[src/rtl/vga_pkg.sv]
// Shared VGA definitions: active-area sizes, the packed pixel colour type,
// the colour palette, the bounce direction type and a span compare helper.
package vga_pkg;

  localparam int H_ACTIVE_640 = 640;
  localparam int V_ACTIVE_480 = 480;

  typedef struct packed {
    logic r;
    logic g;
    logic b;
  } rgb_t;

  localparam rgb_t RGB_BLACK  = 3'b000;
  localparam rgb_t RGB_BLUE   = 3'b001;
  localparam rgb_t RGB_YELLOW = 3'b110;

  // Direction of travel along one axis; POS is right (x) or down (y).
  typedef enum logic {
    DIR_NEG = 1'b0,
    DIR_POS = 1'b1
  } dir_t;

  // True when coord lies in [lo, lo + size). Done in 11 bits so lo + size
  // never wraps for positions near the right/bottom edge.
  function automatic logic span_hit(input logic [9:0]  coord,
                                    input logic [9:0]  lo,
                                    input logic [10:0] size);
    logic [10:0] c_ext;
    logic [10:0] lo_ext;
    c_ext  = {1'b0, coord};
    lo_ext = {1'b0, lo};
    return (c_ext >= lo_ext) && (c_ext < lo_ext + size);
  endfunction

endpackage

[src/rtl/bounce_box_renderer_if.sv]
// Video bundle between the sync generator and the pixel stage: incoming
// position/enable/raw syncs and outgoing 1-bit colour plus aligned syncs.
interface bounce_box_renderer_if;

  logic [9:0] h_count;
  logic [9:0] v_count;
  logic       display_en;
  logic       h_sync_in;
  logic       v_sync_in;
  logic       r;
  logic       g;
  logic       b;
  logic       h_sync_out;
  logic       v_sync_out;

  // Timing source side (generator or bench).
  modport master (
    output h_count, v_count, display_en, h_sync_in, v_sync_in,
    input  r, g, b, h_sync_out, v_sync_out
  );

  // Renderer side.
  modport slave (
    input  h_count, v_count, display_en, h_sync_in, v_sync_in,
    output r, g, b, h_sync_out, v_sync_out
  );

endinterface

[src/rtl/box_axis.sv]
// One axis of the bouncing box: position and direction registers plus the
// edge clamp/flip logic, advanced once per frame when enabled.
module box_axis
  import vga_pkg::*;
#(
  parameter int LIMIT = 640,
  parameter int SIZE  = 32,
  parameter int STEP  = 2,
  parameter int INIT  = 100
) (
  input  logic       clk,
  input  logic       rst_n,
  input  logic       advance,
  output logic [9:0] pos,
  output dir_t       dir
);

  localparam logic [10:0] LIMIT_W = 11'(LIMIT);
  localparam logic [10:0] SIZE_W  = 11'(SIZE);
  localparam logic [10:0] STEP_W  = 11'(STEP);
  localparam logic [9:0]  INIT_W  = 10'(INIT);
  localparam logic [9:0]  MAX_POS = 10'(LIMIT - SIZE);

  logic [9:0]  pos_reg;
  logic [9:0]  pos_next;
  dir_t        dir_reg;
  dir_t        dir_next;
  logic [10:0] pos_ext;

  assign pos_ext = {1'b0, pos_reg};

  // Position/direction state register.
  always_ff @(posedge clk or negedge rst_n) begin
    if (!rst_n) begin
      pos_reg <= INIT_W;
      dir_reg <= DIR_POS;
    end else begin
      pos_reg <= pos_next;
      dir_reg <= dir_next;
    end
  end

  // Next position: step forward, or clamp flush to the edge and turn around
  // when the next step would overshoot.
  always_comb begin
    pos_next = pos_reg;
    dir_next = dir_reg;
    if (advance) begin
      case (dir_reg)
        DIR_POS: begin
          if (pos_ext + SIZE_W + STEP_W > LIMIT_W) begin
            pos_next = MAX_POS;
            dir_next = DIR_NEG;
          end else begin
            pos_next = 10'(pos_ext + STEP_W);
          end
        end
        default: begin
          if (pos_ext < STEP_W) begin
            pos_next = '0;
            dir_next = DIR_POS;
          end else begin
            pos_next = 10'(pos_ext - STEP_W);
          end
        end
      endcase
    end
  end

  assign pos = pos_reg;
  assign dir = dir_reg;

endmodule

[src/rtl/bounce_box_renderer.sv]
// Pixel stage behind the hvsync generator: paints a solid box over a
// background, moves it once per frame with edge bounces, and delays the
// syncs so they leave aligned with the colour (2-cycle latency).
module bounce_box_renderer
  import vga_pkg::*;
#(
  parameter int   H_ACTIVE  = H_ACTIVE_640,
  parameter int   V_ACTIVE  = V_ACTIVE_480,
  parameter int   BOX_SIZE  = 32,
  parameter int   STEP      = 2,
  parameter int   INIT_X    = 100,
  parameter int   INIT_Y    = 60,
  parameter rgb_t BOX_COLOR = RGB_YELLOW,
  parameter rgb_t BG_COLOR  = RGB_BLUE,
  parameter logic SYNC_IDLE = 1'b1
) (
  input  logic                         clk,
  input  logic                         reset,
  input  logic                         pause,
  bounce_box_renderer_if.slave         vid,
  output logic                         frame_tick,
  output logic [9:0]                   box_x,
  output logic [9:0]                   box_y
);

  localparam logic [10:0] BOX_SIZE_W = 11'(BOX_SIZE);
  localparam logic [9:0]  H_END      = 10'(H_ACTIVE);
  localparam logic [9:0]  V_END      = 10'(V_ACTIVE);

  // ------------------------------------------------------------------
  // Reset: assertion reaches every register at once, release is
  // retimed to clk so the first active edge is clean.
  // ------------------------------------------------------------------
  logic [1:0] rst_sync_reg;
  logic       rst_n;

  // Two-flop release synchroniser for the external active-low reset.
  always_ff @(posedge clk or negedge reset) begin
    if (!reset) begin
      rst_sync_reg <= 2'b00;
    end else begin
      rst_sync_reg <= {rst_sync_reg[0], 1'b1};
    end
  end

  assign rst_n = rst_sync_reg[1];

  // ------------------------------------------------------------------
  // Frame boundary and motion
  // ------------------------------------------------------------------
  logic frame_edge;
  logic advance;
  logic frame_tick_reg;
  dir_t dir_x;
  dir_t dir_y;

  // The boundary pixel sits in blanking, so moving here never tears.
  assign frame_edge = (vid.h_count == H_END) && (vid.v_count == V_END);
  assign advance    = frame_edge && !pause;

  // One-cycle frame pulse, emitted whether or not motion is paused.
  always_ff @(posedge clk or negedge rst_n) begin
    if (!rst_n) begin
      frame_tick_reg <= 1'b0;
    end else begin
      frame_tick_reg <= frame_edge;
    end
  end

  assign frame_tick = frame_tick_reg;

  box_axis #(
    .LIMIT (H_ACTIVE),
    .SIZE  (BOX_SIZE),
    .STEP  (STEP),
    .INIT  (INIT_X)
  ) u_axis_x (
    .clk     (clk),
    .rst_n   (rst_n),
    .advance (advance),
    .pos     (box_x),
    .dir     (dir_x)
  );

  box_axis #(
    .LIMIT (V_ACTIVE),
    .SIZE  (BOX_SIZE),
    .STEP  (STEP),
    .INIT  (INIT_Y)
  ) u_axis_y (
    .clk     (clk),
    .rst_n   (rst_n),
    .advance (advance),
    .pos     (box_y),
    .dir     (dir_y)
  );

  // ------------------------------------------------------------------
  // Colour pipeline
  // ------------------------------------------------------------------
  logic hit_x_reg;
  logic hit_y_reg;
  logic de_s1_reg;
  rgb_t rgb_reg;
  rgb_t rgb_next;

  // Stage 1: box membership per axis and the delayed display enable.
  always_ff @(posedge clk or negedge rst_n) begin
    if (!rst_n) begin
      hit_x_reg <= 1'b0;
      hit_y_reg <= 1'b0;
      de_s1_reg <= 1'b0;
    end else begin
      hit_x_reg <= span_hit(vid.h_count, box_x, BOX_SIZE_W);
      hit_y_reg <= span_hit(vid.v_count, box_y, BOX_SIZE_W);
      de_s1_reg <= vid.display_en;
    end
  end

  // Colour select: blank outside the active area regardless of the hit.
  always_comb begin
    rgb_next = RGB_BLACK;
    if (de_s1_reg) begin
      if (hit_x_reg && hit_y_reg) begin
        rgb_next = BOX_COLOR;
      end else begin
        rgb_next = BG_COLOR;
      end
    end
  end

  // Stage 2: registered colour driving the pins.
  always_ff @(posedge clk or negedge rst_n) begin
    if (!rst_n) begin
      rgb_reg <= RGB_BLACK;
    end else begin
      rgb_reg <= rgb_next;
    end
  end

  assign vid.r = rgb_reg.r;
  assign vid.g = rgb_reg.g;
  assign vid.b = rgb_reg.b;

  // ------------------------------------------------------------------
  // Sync delay line, matching the two colour stages. Index 0 is hsync,
  // index 1 is vsync.
  // ------------------------------------------------------------------
  logic [1:0] sync_in;
  logic [1:0] sync_out;

  assign sync_in = {vid.v_sync_in, vid.h_sync_in};

  for (genvar gi = 0; gi < 2; gi++) begin : g_sync
    logic s1_reg;
    logic s2_reg;

    // Two-stage delay; idles at the inactive level while in reset.
    always_ff @(posedge clk or negedge rst_n) begin
      if (!rst_n) begin
        s1_reg <= SYNC_IDLE;
        s2_reg <= SYNC_IDLE;
      end else begin
        s1_reg <= sync_in[gi];
        s2_reg <= s1_reg;
      end
    end

    assign sync_out[gi] = s2_reg;
  end

  assign vid.h_sync_out = sync_out[0];
  assign vid.v_sync_out = sync_out[1];

endmodule

[src/flat_wrapper.sv]
// flat-port wrapper written by rule: the top's interface ports become plain ports
module bounce_box_renderer_flat import vga_pkg::*;
#(
  parameter int   H_ACTIVE  = H_ACTIVE_640,
  parameter int   V_ACTIVE  = V_ACTIVE_480,
  parameter int   BOX_SIZE  = 32,
  parameter int   STEP      = 2,
  parameter int   INIT_X    = 100,
  parameter int   INIT_Y    = 60,
  parameter rgb_t BOX_COLOR = RGB_YELLOW,
  parameter rgb_t BG_COLOR  = RGB_BLUE,
  parameter logic SYNC_IDLE = 1'b1
)
  (clk, reset, pause, frame_tick, box_x, box_y, vid_h_count, vid_v_count, vid_display_en, vid_h_sync_in, vid_v_sync_in, vid_r, vid_g, vid_b, vid_h_sync_out, vid_v_sync_out);
  bounce_box_renderer_if vid_i ();
  input  logic clk;
  input  logic reset;
  input  logic pause;
  output logic frame_tick;
  output logic [9:0] box_x;
  output logic [9:0] box_y;
  input wire logic [$bits(vid_i.h_count)-1:0] vid_h_count;
  input wire logic [$bits(vid_i.v_count)-1:0] vid_v_count;
  input wire logic [$bits(vid_i.display_en)-1:0] vid_display_en;
  input wire logic [$bits(vid_i.h_sync_in)-1:0] vid_h_sync_in;
  input wire logic [$bits(vid_i.v_sync_in)-1:0] vid_v_sync_in;
  output wire logic [$bits(vid_i.r)-1:0] vid_r;
  output wire logic [$bits(vid_i.g)-1:0] vid_g;
  output wire logic [$bits(vid_i.b)-1:0] vid_b;
  output wire logic [$bits(vid_i.h_sync_out)-1:0] vid_h_sync_out;
  output wire logic [$bits(vid_i.v_sync_out)-1:0] vid_v_sync_out;
  assign vid_i.h_count = vid_h_count;
  assign vid_i.v_count = vid_v_count;
  assign vid_i.display_en = vid_display_en;
  assign vid_i.h_sync_in = vid_h_sync_in;
  assign vid_i.v_sync_in = vid_v_sync_in;
  assign vid_r = vid_i.r;
  assign vid_g = vid_i.g;
  assign vid_b = vid_i.b;
  assign vid_h_sync_out = vid_i.h_sync_out;
  assign vid_v_sync_out = vid_i.v_sync_out;
  bounce_box_renderer #(.H_ACTIVE(H_ACTIVE), .V_ACTIVE(V_ACTIVE), .BOX_SIZE(BOX_SIZE), .STEP(STEP), .INIT_X(INIT_X), .INIT_Y(INIT_Y), .BOX_COLOR(BOX_COLOR), .BG_COLOR(BG_COLOR), .SYNC_IDLE(SYNC_IDLE)) u_core (.clk(clk), .reset(reset), .pause(pause), .vid(vid_i), .frame_tick(frame_tick), .box_x(box_x), .box_y(box_y));
endmodule
[config.mk]
export PLATFORM = sky130hd
export DESIGN_NAME = bounce_box_renderer_flat
export DESIGN_NICKNAME = d
export VERILOG_FILES = /design/src/rtl/vga_pkg.sv /design/src/rtl/bounce_box_renderer_if.sv /design/src/rtl/box_axis.sv /design/src/rtl/bounce_box_renderer.sv /design/src/flat_wrapper.sv
export SDC_FILE = /design/constraint.sdc
export NUM_CORES = 1
export LEC_CHECK = 0
export CAP_MARGIN = 40
export CORE_ASPECT_RATIO = 1.2
export CORE_MARGIN = 10
export CORE_UTILIZATION = 50
export DETAILED_ROUTE_END_ITERATION = 8
export HOLD_SLACK_MARGIN = 0.03
export MAX_ROUTING_LAYER = met4
export PLACE_DENSITY = 0.9
export RECOVER_POWER = 100
export SYNTH_ARGS = -nofsm -noshare
export SYNTH_HDL_FRONTEND = slang
export SYNTH_HIERARCHICAL = 1
export SYNTH_SLANG_ARGS = --single-unit
export TNS_END_PERCENT = 50
[constraint.sdc]
create_clock -name clk -period 0.97 [get_ports clk]
set_input_delay 0.194 -clock clk [delete_from_list [all_inputs] [get_ports clk]]
set_output_delay 0.194 -clock clk [all_outputs]
set_load 0.03 [all_outputs]
After elaboration in Yosys (flattened, before gate mapping)
Cells that the tools add are included.

Word-level logic and storage cells: 54. Register bits: 35.

Eq/ne operators: 2. $lt $le $gt $ge: 8. $add $sub $neg: 8. Reductions and logical operators: 6. Multiplexer cells: 14.

Operators by type and width (count): 10-bit 2-to-1 mux (6); 10-bit by 6-bit adder with 11-bit output (second input constant) (2); 11-bit by 2-bit adder with 11-bit output (second input constant) (2); 10-bit by 11-bit < comparator with 1-bit output (2); 10-bit by 2-bit adder with 10-bit output (second input constant) (2); 10-bit greater-or-equal comparator (2); 10-bit by 2-bit < comparator with 1-bit output (second input constant) (2); 10-bit by 2-bit subtractor with 10-bit output (second input constant) (2); 11-bit by 10-bit > comparator with 1-bit output (second input constant) (1); 11-bit by 9-bit > comparator with 1-bit output (second input constant) (1); 10-bit equality test (second input constant) (1); 10-bit by 9-bit equality test with 1-bit output (second input constant) (1); 1-bit 2-to-1 mux (6); 3-bit 2-to-1 mux (2); 1-bit logical AND (5); 1-bit zero test (1).

Depth between registers and ports, before layout
Gate-level depths: netlist of the first run.

Word-level depth: 5. Gate-level depth with buffers: 9.

Cells and area by module
Netlist of the first run, hierarchy kept.

Modules (own cells, without submodules): bounce_box_renderer (cells an instance 142, area each 1285.0 um^2, sequential area each 305.3 um^2, instances 1); box_axis at u_core.u_axis_x (cells an instance 129, area each 1066.0 um^2, sequential area each 255.2 um^2, instances 1); box_axis at u_core.u_axis_y (cells an instance 117, area each 914.6 um^2, sequential area each 256.5 um^2, instances 1).

Worst setup path after synthesis of the first run
OpenSTA, ideal clock, no wires.

Path kind: flip-flop to flip-flop. From: reg u_core.u_axis_x.pos_reg[2], in the netlist u_core/u_axis_x/pos[2]. To: reg u_core.u_axis_x.pos_reg[4], in the netlist u_core/u_axis_x/pos[4]. Buffers on the path: 0. Setup time: 0.126 ns. Slack: -1.294 ns. Cell stages (with the launch flop): 7. Arrival: 2.138 ns. Cells stage by stage: dfstp_2 ha_1 nand2_1 or4_1 nand3_1 a21oi_4 a221o_2.

Word-level cells in the longest chain between the ends: 5.

RTL lines: start: declaration (line box_axis.sv:24) `logic [9:0] pos_reg;`; start signal: assignment (line box_axis.sv:38) `pos_reg <= pos_next;`; 10-bit by 6-bit adder with 11-bit output (line box_axis.sv:51) `if (pos_ext + SIZE_W + STEP_W > LIMIT_W) begin`; 11-bit by 2-bit adder with 11-bit output (line box_axis.sv:51); 11-bit by 10-bit > comparator with 1-bit output (line box_axis.sv:51); 10-bit 2-to-1 mux (line box_axis.sv:51); 10-bit 2-to-1 mux * (line box_axis.sv:49) `case (dir_reg)`.

Mark *: on every way between the ends. The rest lies on a longest branch, timed or not. A chain may end at the register's enable or synchronous reset.

Worst setup path in the final report of the first run
From: reg u_core.u_axis_x.pos_reg[1], in the netlist u_core/u_axis_x/pos[1]. To: reg u_core.u_axis_x.pos_reg[9], in the netlist u_core/u_axis_x/pos[9].

The elaborated chain is that of the path after synthesis.

==> results of run 1 <==
-- metrics by stage --
stage	cell area (um^2)	util, %	TNS, ns	hold WS (ns)	cells
6_report	5430	84.8	-32.01	0.143	649
5_1_grt	5430	84.8	-33.83	0.152	649
3_3_place_gp	4470	69.7	-30.60	0.222	601
2_1_floorplan	3350	-	-21.94	-0.102	388
4_1_cts	4980	77.7	-27.99	0.0733	624
3_5_place_dp	4470	69.7	-32.17	0.232	601
-- worst max-delay path, cell delays in order (launching register included) --
cell	delay (ns)
dfrtp_2	0.47
inv_1	0.13
ha_4	0.15
nand2b_1	0.07
or4b_4	0.54
xnor2_2	0.18
o21ai_2	0.27
nand2_1	0.18
a22o_1	0.23
-- how the worst min path moves through the flow --
stage                             endpoint  slack [ns]  depth (start not counted)
floorplan           u_core/rst_sync_reg[0]       -0.10                          0
global placement              u_core/vid.g        0.22                          1
detailed placement        u_core/de_s1_reg        0.23                          1
CTS                 u_core/rst_sync_reg[1]        0.07                          1
global route        u_core/rst_sync_reg[0]        0.15                          1
finish              u_core/rst_sync_reg[0]        0.14                          1
-- per-layer routing --
layer	vias up	wire length, um	track usage (%)
met5	-	0	-
met4	0	1520	15.1
met3	182	1650	5.41
met2	445	7600	43.9
met1	2033	5650	26.5
li1	1774	-	-
-- logic make-up after synthesis --
| group | after synthesis |
|---|---|
| adders and majority gates | 36 |
| and+or+nand+nor | 146 |
| muxes | 3 |
| other | 3 |
| AOI/OAI and AO/OA | 103 |
| xor gates and xnor gates | 11 |
| buffers and inverters | 54 |
| DFF | 32 |
-- final cells by class --
cell class | instances | area (um^2)
timing repair buffer | 190 | 1700
fill | 269 | 975
clock inverter | 3 | 42.5
inverter | 32 | 124
multi-input combinational | 302 | 2570
sequential | 32 | 823
tap | 85 | 106
clock buffer | 5 | 68.8
-- cell usage in the layout, fill, tap and decap left out, types with 13 or more instances in the layout --
| master | netlist | final |
|---|---|---|
| dfstp_2 | 13 | 13 |
| buf_4 | 6 | 115 |
| buf_6 | 3 | 46 |
| nand2_1 | 23 | 23 |
| ha_1 | 36 | 24 |
| nand3_1 | 25 | 21 |
| dfrtp_1 | 19 | 14 |
| inv_1 | 31 | 26 |
| nor2_1 | 19 | 15 |
| a21oi_1 | 30 | 19 |
-- timing repair --
item	CTS	global route
setup buffers	14	26
hold buffers	0	0
gates resized for setup	89	73
endpoints found under the setup margin	47	47
pin swaps	23	27
gates cloned	1	0
hold endpoints to repair	0	0
-- power by group through the flow --
stage	clock [mW]	sequential [mW]	combinational (mW)
2_1_floorplan	0	1.43	0.163
3_3_place_gp	0	1.40	0.433
3_5_place_dp	0	1.40	0.455
4_1_cts	1.31	1.38	0.473
5_1_grt	1.39	1.38	0.574
6_report	1.36	1.38	0.545
==> reports/qor.txt, run 1 <==
Slew HR - 65.3%
DIE AREA - 10200 um^2
CP endpoint kind - flop
Worst R2R Path Depth - 8
port bufs - 49
end of the critical path - u_core/u_axis_x/pos[9]
drc violations - 0
Post-synth EDFFs - 0
# clock sinks - 32
post-synthesis compound-gate area fraction - 20.8%
f_max - 426 MHz
CTS tree - built
Initial Util - 51.0%
Mapped Area - 3270 um^2
ANT nets after route - 0
PD cells - 605 nW/um^2
register bit total from synthesis - 32
Final #Nets - 625
drt wl/cell - 25.3 um
clk_lat worst skew - 0.30 ns
Remaining Overflow, GRT - 0
chip width - 93.8 um
P_leak - 2.49 nW
synth-to-layout area growth - 66.3%
Yosys top cell area share - 14.6%
Post-Syn Instances - 388
initial antenna violation count - 0
MaxCap Viol Count - 0
ANT cells - 0
arrival time at the worst endpoint - 2.53 ns
CTS Buffer Depth - 2
Rows - 32
share of cells above drive strength 1 - 49.8%
reg-to-reg slack, setup - -1.38 ns
Final Hold Viols - 0
final setup vio count - 47
worst flop-to-flop path startpoint - u_core/u_axis_x/pos[1]
Hold Crit Class - in -> async
largest net degree at the start of global routing - 31
worst-margin pin slew - 0.515 ns
CTS root buf - clkbuf_8
area share of and/or/nand/nor cells after synthesis - 26.8%
CP startpoint kind - flop
Via density - 6.83
outcome - finished, violations left
Peak VDD IR - 0.706 mV
Final Worst Setup Slack - -1.38 ns
crit-path max FO - 6
r2r endpoint - u_core/u_axis_x/pos[9]
ys async rst share - 100%
fin crit share - 242%
adder-cell area share of the yosys netlist - 13.8%
DRT Pass-1 Iters - 7
Mapped Nets - 450
CTS HTree Levels - 2
Distinct cells, synth - 72
CP required - 1.16 ns
Net Sw Frac - 27.3%
Mean Syn Cell Area - 8.42 um^2
crit path from - u_core/u_axis_x/pos[1]
Synth Warn # - 6
clock power share - 41.5%
Iteration-0 DRC Markers - 734
Worst Path Class, Setup - reg -> reg
vias in the first global route - 4133
Final Max Slew Viols - 0
top cells by instance count after synthesis - ha_1, inv_1, a21oi_1
clock slew at reported path FFs - 0.09 ns
Reg power frac - 42.0%
failing checks - setup timing
vias - 4434
Ports - 52
post-synthesis mux area share - 0.920%
gpl congestion - 1.04
Setup Skew - 0.0117 ns
largest area contributor in the netlist - dfrtp_1
Die Ht - 109 um
Combinational Power Share - 16.6%
number of buffers created by CTS - 5
ys flop type - dfrtp_1
first-pass GRT wire length - 20700 um
Seq/Total Area, Yosys - 25.0%
GRT Total Usage - 25.7%
Synth Area in XOR/XNOR - 2.95%
Switching Power - 0.899 mW
hpwl dp - 8150 um
Final Power - 3.29 mW
Place WS - -1.52 ns
main combinational cell family by area after synthesis - simple AND/OR/NAND/NOR gates
count leader, synth - ha_1
fin crit period - 2.35 ns
Core ar. - 6410 um^2
synth top area cells - dfrtp_1, ha_1, dfstp_2
final WL - 16400 um
Pint - 2.39 mW
RSZ-0062 raised after global routing - yes
(Power assumes the default switching activity.)
==> run 2, diff against run 1 <==
--- a/config.mk
+++ b/config.mk
@@ -12,8 +12,9 @@
 export DETAILED_ROUTE_END_ITERATION = 8
 export HOLD_SLACK_MARGIN = 0.03
 export MAX_ROUTING_LAYER = met4
-export PLACE_DENSITY = 0.9
+export PLACE_DENSITY = 0.87
 export RECOVER_POWER = 100
+export SLEW_MARGIN = 20
 export SYNTH_ARGS = -nofsm -noshare
 export SYNTH_HDL_FRONTEND = slang
 export SYNTH_HIERARCHICAL = 1
==> constraint.sdc (replaced) <==
create_clock -name clk -period 2.87 [get_ports clk]
set_input_delay 0.574 -clock clk [delete_from_list [all_inputs] [get_ports clk]]
set_output_delay 0.574 -clock clk [all_outputs]
set_load 0.03 [all_outputs]
==> run 2 against run 1 <==
Net effect:
- total power is 70% lower
- clock power down 70%
- worst hold slack improved by 0.21 ns
- non-clock buffer count is 124 lower
- core utilization down 24 points
- flip-flop and latch count is the same
- the flow finishes with violations (capacitance limit, slew limit)
- die area did not move
- clock-buffer cell count increased by 3
- worst setup slack gained 1.6 ns
- clock skew grew 0.0046 ns
- register-to-register slack improved by 1.8 ns
- via count decreased by 25%
==> reports/qor.txt, run 2 (same netlist as run 1, synthesis figures left out) <==
chip width - 93.8 um (unchanged)
vias - 3339 (was 4434)
crit-path max FO - 20 (was 6)
CTS root buf - clkbuf_8 (unchanged)
Remaining Overflow, GRT - 0 (unchanged)
CP Cell Sequence - dlygate4sd3_1 (was inv_1, ha_4, nand2b_1, or4b_4, xnor2_2, o21ai_2, nand2_1, a22o_1)
Post-CTS Setup Bufs - 0 (was 14)
outcome - finished, violations left (unchanged)
synth-to-layout area growth - 19.2% (was 66.3%)
number of buffers created by CTS - 5 (unchanged)
r2r endpoint - u_core/u_axis_x/pos[9] (unchanged)
RSZ-0062 raised after global routing - no (was yes)
Final #Nets - 501 (was 625)
CP required - 2.30 ns (was 1.16 ns)
WP buf/inv - 1 (unchanged)
clk_lat worst skew - 0.30 ns (about the same)
Worst Path Class, Setup - reg -> out (was reg -> reg)
Endpoint, Worst Hold - u_core/vid.h_sync_out
drt wl/cell - 17.2 um (was 25.3 um)
fin crit share - 93.7%
GR peak layer - met2 (unchanged)
min-delay src - u_core/g_sync[0].s1_reg
ANT cells - 0 (unchanged)
final WL - 9060 um (was 16400 um)
Hold Path Depth - 0
final core utilization - 60.7% (was 84.8%)
MaxCap Viol Count - 1 (was 0)
worst flop-to-flop path startpoint - u_core/u_axis_x/pos[2] (was u_core/u_axis_x/pos[1])
DRT Pass-1 Iters - 6 (was 7)
most common cell after layout, fill and taps aside - ha_1 (was buf_4)
Final Worst Setup Slack - 0.180 ns (was -1.38 ns)
Core ar. - 6410 um^2 (unchanged)
fin crit period - 2.69 ns
CP startpoint kind - flop (unchanged)
Slowest cell on crit path - dfstp_1 (was or4b_4)
DIE AREA - 10200 um^2 (unchanged)
Hold Crit Class - reg -> reg (was in -> async)
hold_buf cts - 0 (unchanged)
Final Instance Area - 3890 um^2 (was 5430 um^2)
PD cells - 257 nW/um^2 (was 605 nW/um^2)
CP endpoint kind - primary output (was flop)
reg-to-reg slack, setup - 0.39 ns (was -1.38 ns)
worst-margin pin slew - 1.66 ns (was 0.515 ns)
CTS resizes - 0 (was 89)
ANT nets after route - 0 (unchanged)
P_leak - 1.69 nW (was 2.49 nW)
drc violations - 0 (unchanged)
Place WS - 0.00111 ns (was -1.52 ns)
failing checks - capacitance limit, slew limit (was setup timing)
Iteration-0 DRC Markers - 387 (was 734)
vias in the first global route - 3162 (was 4133)
initial antenna violation count - 0 (unchanged)
Final Power - 1.00 mW (was 3.29 mW)
Slew HR - -10.9% (was 65.3%)
CTS tree - built (unchanged)
final setup vio count - 0 (was 47)
met2 usage - 30.6% (was 43.9%)
CTS HTree Levels - 2 (unchanged)
cell family with the largest share of critical-path delay - flip-flops (was simple AND/OR/NAND/NOR gates)
clock slew at reported path FFs - 0.08 ns (was 0.09 ns)
hpwl dp - 6660 um (was 8150 um)
Via density - 6.36 (was 6.83)
largest net degree at the start of global routing - 31 (unchanged)
setup TNS - 0 ns (was -32.01 ns)
Final Hold Viols - 0 (unchanged)
met1 Use GR - 21.3% (was 26.5%)
CTS Buffer Depth - 2 (unchanged)
arrival time at the worst endpoint - 2.12 ns (was 2.53 ns)
share of cells above drive strength 1 - 11.6% (was 49.8%)
Setup Skew - 0.0163 ns (was 0.0117 ns)
# clock sinks - 32 (unchanged)
Final Max Slew Viols - 31 (was 0)
f_max - 372 MHz
gpl congestion - 0.947 (was 1.04)
most frequent cells in the layout - ha_1, inv_1, a21oi_1 (was buf_4, buf_6, inv_1)
Max stage delay on crit path - 0.98 ns (was 0.54 ns)
Initial Util - 51.0% (unchanged)
Peak VDD IR - 0.166 mV (was 0.706 mV)
first-pass GRT wire length - 15000 um (was 20700 um)
Die Ht - 109 um (unchanged)
port bufs - 49 (unchanged)
fill count - 544 (was 269)
Rows - 32 (unchanged)
M3 GR Usage - 3.19% (was 5.41%)
total placed instance area - 3810 um^2 (was 4470 um^2)
GRT Total Usage - 18.1% (was 25.7%)
Worst R2R Path Depth - 7 (was 8)
Ports - 52 (unchanged)
==> run 2: cell types whose count changed in the layout (fill, tap and decap cells not counted), moves of 10 or more <==
cell,previous run,this run
clkdlybuf4s50_1,1,21
a21oi_1,19,30
ha_4,10,0
buf_4,115,12
ha_1,24,36
dlygate4sd3_1,4,28
buf_6,46,0
==> run 2: metal layers <==
metal	vias to the layer above	share of wire, %
li1	1529	-
met1	1584	41
met2	203	49
met3	23	8.1
met4	0	1.7
met5	-	0
==> run 2: worst max path at each step <==
stage	endpoint	from	slack (ns)	cells after the start
floorplan	u_core/u_axis_x/pos[4]	vid_v_count[1]	0.30	6
global placement	u_core/u_axis_x/pos[8]	vid_v_count[1]	0.04	8
detailed placement	u_core/u_axis_x/pos[8]	vid_v_count[1]	0.001	8
CTS	u_core/u_axis_x/pos[8]	vid_v_count[1]	0.29	8
global route	u_core/u_axis_y/pos[4]	vid_v_count[1]	0.07	10
finish	box_y[5]	u_core/u_axis_y/pos[5]	0.18	1
==> run 2: where the power goes <==
part | switching (mW) | internal [mW]
combinational | 0.0669 | 0.0655
clock | 0.184 | 0.219
sequential | 0.00250 | 0.462
==> run 2: area by class of cell <==
type                    count  area [um^2]  area share [%]
clock buffers               8          100            2.57
multi-input cells         302         2140            55.1
inverters                  32          120            3.09
flip-flops and latches     32          817            21.0
repair buffers             66          604            15.5
well taps                  85          106            2.73
==> run 2: metrics by stage <==
| stage | hold WS (ns) | cells |
|---|---|---|
| floorplan | 0.278 | 388 |
| global placement | 0.268 | 517 |
| detailed placement | 0.269 | 517 |
| CTS | 0.260 | 525 |
| global route | 0.361 | 525 |
| finish | 0.357 | 525 |
==> run 3, diff against run 2 <==
--- a/config.mk
+++ b/config.mk
@@ -9,11 +9,13 @@
 export CORE_ASPECT_RATIO = 1.2
 export CORE_MARGIN = 10
 export CORE_UTILIZATION = 50
+export CTS_CLUSTER_SIZE = 10
 export DETAILED_ROUTE_END_ITERATION = 8
 export HOLD_SLACK_MARGIN = 0.03
 export MAX_ROUTING_LAYER = met4
 export PLACE_DENSITY = 0.87
 export RECOVER_POWER = 100
+export SKIP_CTS_REPAIR_TIMING = 1
 export SLEW_MARGIN = 20
 export SYNTH_ARGS = -nofsm -noshare
 export SYNTH_HDL_FRONTEND = slang
==> constraint.sdc (replaced) <==
create_clock -name clk -period 3.2 [get_ports clk]
set_input_delay 0.64 -clock clk [delete_from_list [all_inputs] [get_ports clk]]
set_output_delay 0.64 -clock clk [all_outputs]
set_load 0.03 [all_outputs]
==> run 3 against run 2 <==
Net effect:
- highest routed layer unchanged
- largest cell class unchanged
- the flow now finishes without violations
- total power is 2.2% lower
- worst hold slack worse by 0.12 ns
- clock-buffer cell count is 1 lower
==> reports/qor.txt, run 3 (same netlist as run 1, synthesis figures left out) <==
Iteration-0 DRC Markers - 332 (was 387)
DIE AREA - 10200 um^2 (unchanged)
vias in the first global route - 3179 (was 3162)
drc violations - 0 (unchanged)
outcome - finished, final reports clean (was finished, violations left)
total placed instance area - 3770 um^2 (was 3810 um^2)
CTS tree - built (unchanged)
port bufs - 49 (unchanged)
Inst Count DP - 509 (was 517)
most common cell after layout, fill and taps aside - ha_1 (unchanged)
Initial Util - 51.0% (unchanged)
Setup Skew - 0.0125 ns (was 0.0163 ns)
setup TNS - 0 ns (unchanged)
CP startpoint kind - input pin (was flop)
r2r endpoint - u_core/u_axis_y/pos[3] (was u_core/u_axis_x/pos[9])
CTS HTree Levels - 2 (unchanged)
Final Hold Viols - 0 (unchanged)
Worst Path Class, Setup - in -> reg (was reg -> out)
Hold Crit Class - reg -> async (was reg -> reg)
final WL - 9080 um (was 9060 um)
Remaining Overflow, GRT - 0 (unchanged)
GR peak layer - met2 (unchanged)
Via density - 6.31 (was 6.36)
# clock sinks - 32 (unchanged)
f_max - 347 MHz
number of buffers created by CTS - 5 (unchanged)
initial antenna violation count - 0 (unchanged)
synth-to-layout area growth - 18.4% (was 19.2%)
clk_lat worst skew - 0.29 ns (was 0.30 ns)
met2 usage - 29.5% (was 30.6%)
fin crit share - 90.1%
share of cells above drive strength 1 - 9.95% (was 11.6%)
fill count - 542 (was 544)
ANT nets after route - 0 (unchanged)
reg-to-reg slack, setup - 0.66 ns (was 0.39 ns)
hpwl dp - 6620 um (was 6660 um)
ANT cells - 0 (unchanged)
arrival time at the worst endpoint - 3.09 ns (was 2.12 ns)
RSZ-0062 raised after global routing - no (unchanged)
gpl congestion - 0.889 (was 0.947)
Slew HR - 49.1% (was -10.9%)
drt wl/cell - 17.6 um (was 17.2 um)
Final Instance Area - 3870 um^2 (was 3890 um^2)
Peak VDD IR - 0.184 mV (was 0.166 mV)
most frequent cells in the layout - ha_1, inv_1, a21oi_1 (unchanged)
MaxCap Viol Count - 0 (was 1)
Ports - 52 (unchanged)
largest net degree at the start of global routing - 24 (was 31)
met1 Use GR - 21.9% (was 21.3%)
Core ar. - 6410 um^2 (unchanged)
CTS Buffer Depth - 2 (unchanged)
P_leak - 1.66 nW (was 1.69 nW)
worst flop-to-flop path startpoint - u_core/u_axis_y/pos[2] (was u_core/u_axis_x/pos[2])
CP required - 3.41 ns (was 2.30 ns)
first-pass GRT wire length - 15000 um (about the same)
Final #Nets - 493 (was 501)
GRT Total Usage - 18.3% (was 18.1%)
M3 GR Usage - 3.26% (was 3.19%)
CP endpoint kind - flop (was primary output)
clock slew at reported path FFs - 0.08 ns (about the same)
fin crit period - 2.88 ns
vias - 3264 (was 3339)
Die Ht - 109 um (unchanged)
PD cells - 253 nW/um^2 (was 257 nW/um^2)
DRT Pass-1 Iters - 6 (unchanged)
chip width - 93.8 um (unchanged)
Worst R2R Path Depth - 7 (unchanged)
Final Max Slew Viols - 0 (was 31)
worst-margin pin slew - 0.763 ns (was 1.66 ns)
CTS root buf - clkbuf_8 (unchanged)
final setup vio count - 0 (unchanged)
Rows - 32 (unchanged)
crit-path max FO - 15 (was 20)
Finished Layout Cells - 517 (was 525)
-- run 3: cell count changes in the layout (fill, tap and decap cells not counted), sizes merged --
cell,delta
buf,-7
bufinv,+1
clkbuf,-2
-- run 3: metrics by stage --
stage	hold WS, ns	util, %	setup slack [ns]	total power, mW
after floorplan	0.331	-	0.559	0.483
after global placement	0.334	58.6	0.202	0.538
after global routing	0.296	60.4	0.225	1.02
final	0.235	60.4	0.317	0.978
after CTS	0.269	60.8	0.430	0.987
after detailed placement	0.271	58.8	0.148	0.545
-- run 3: how the worst max path moves through the flow --
stage,from,to
CTS,vid_v_count[1],u_core/u_axis_x/pos[8]
finish,vid_v_count[1],u_core/u_axis_y/pos[9]
global placement,vid_v_count[1],u_core/u_axis_x/pos[8]
global route,vid_v_count[1],u_core/u_axis_y/pos[9]
floorplan,vid_v_count[1],u_core/u_axis_x/pos[4]
detailed placement,vid_v_count[1],u_core/u_axis_x/pos[8]
-- run 3: final cells by class --
type                       count  area (um^2)  share of cell area [%]
clock buffer                   7         96.3                    2.49
clock inverter                 1         30.0                   0.776
inverter                      32          120                    3.11
multi-input combinational    302         2140                    55.4
sequential                    32          817                    21.1
tap                           85          106                    2.75
timing repair buffer          58          556                    14.4
-- run 3: metal layers --
layer	vias to the layer above	routed length (um)
li1	1519	-
met4	0	240
met2	185	4330
met5	-	0
met3	36	720
met1	1524	3790
-- run 3: critical path, cell delays in order --
cell and delay [ns]:
clkdlybuf4s50_1 0.42, or4_1 0.60, nor4_4 0.28, nor2b_2 0.27, buf_4 0.23, nand4_1 0.14
nor4_1 0.25, a21oi_1 0.10, o22ai_1 0.16
-- run 3: report_power, final --
group,switching (mW),internal (mW),leakage [nW]
Sequential,0.00574,0.414,0.373
Clock,0.167,0.275,0.0645
Combinational,0.0581,0.0578,1.22
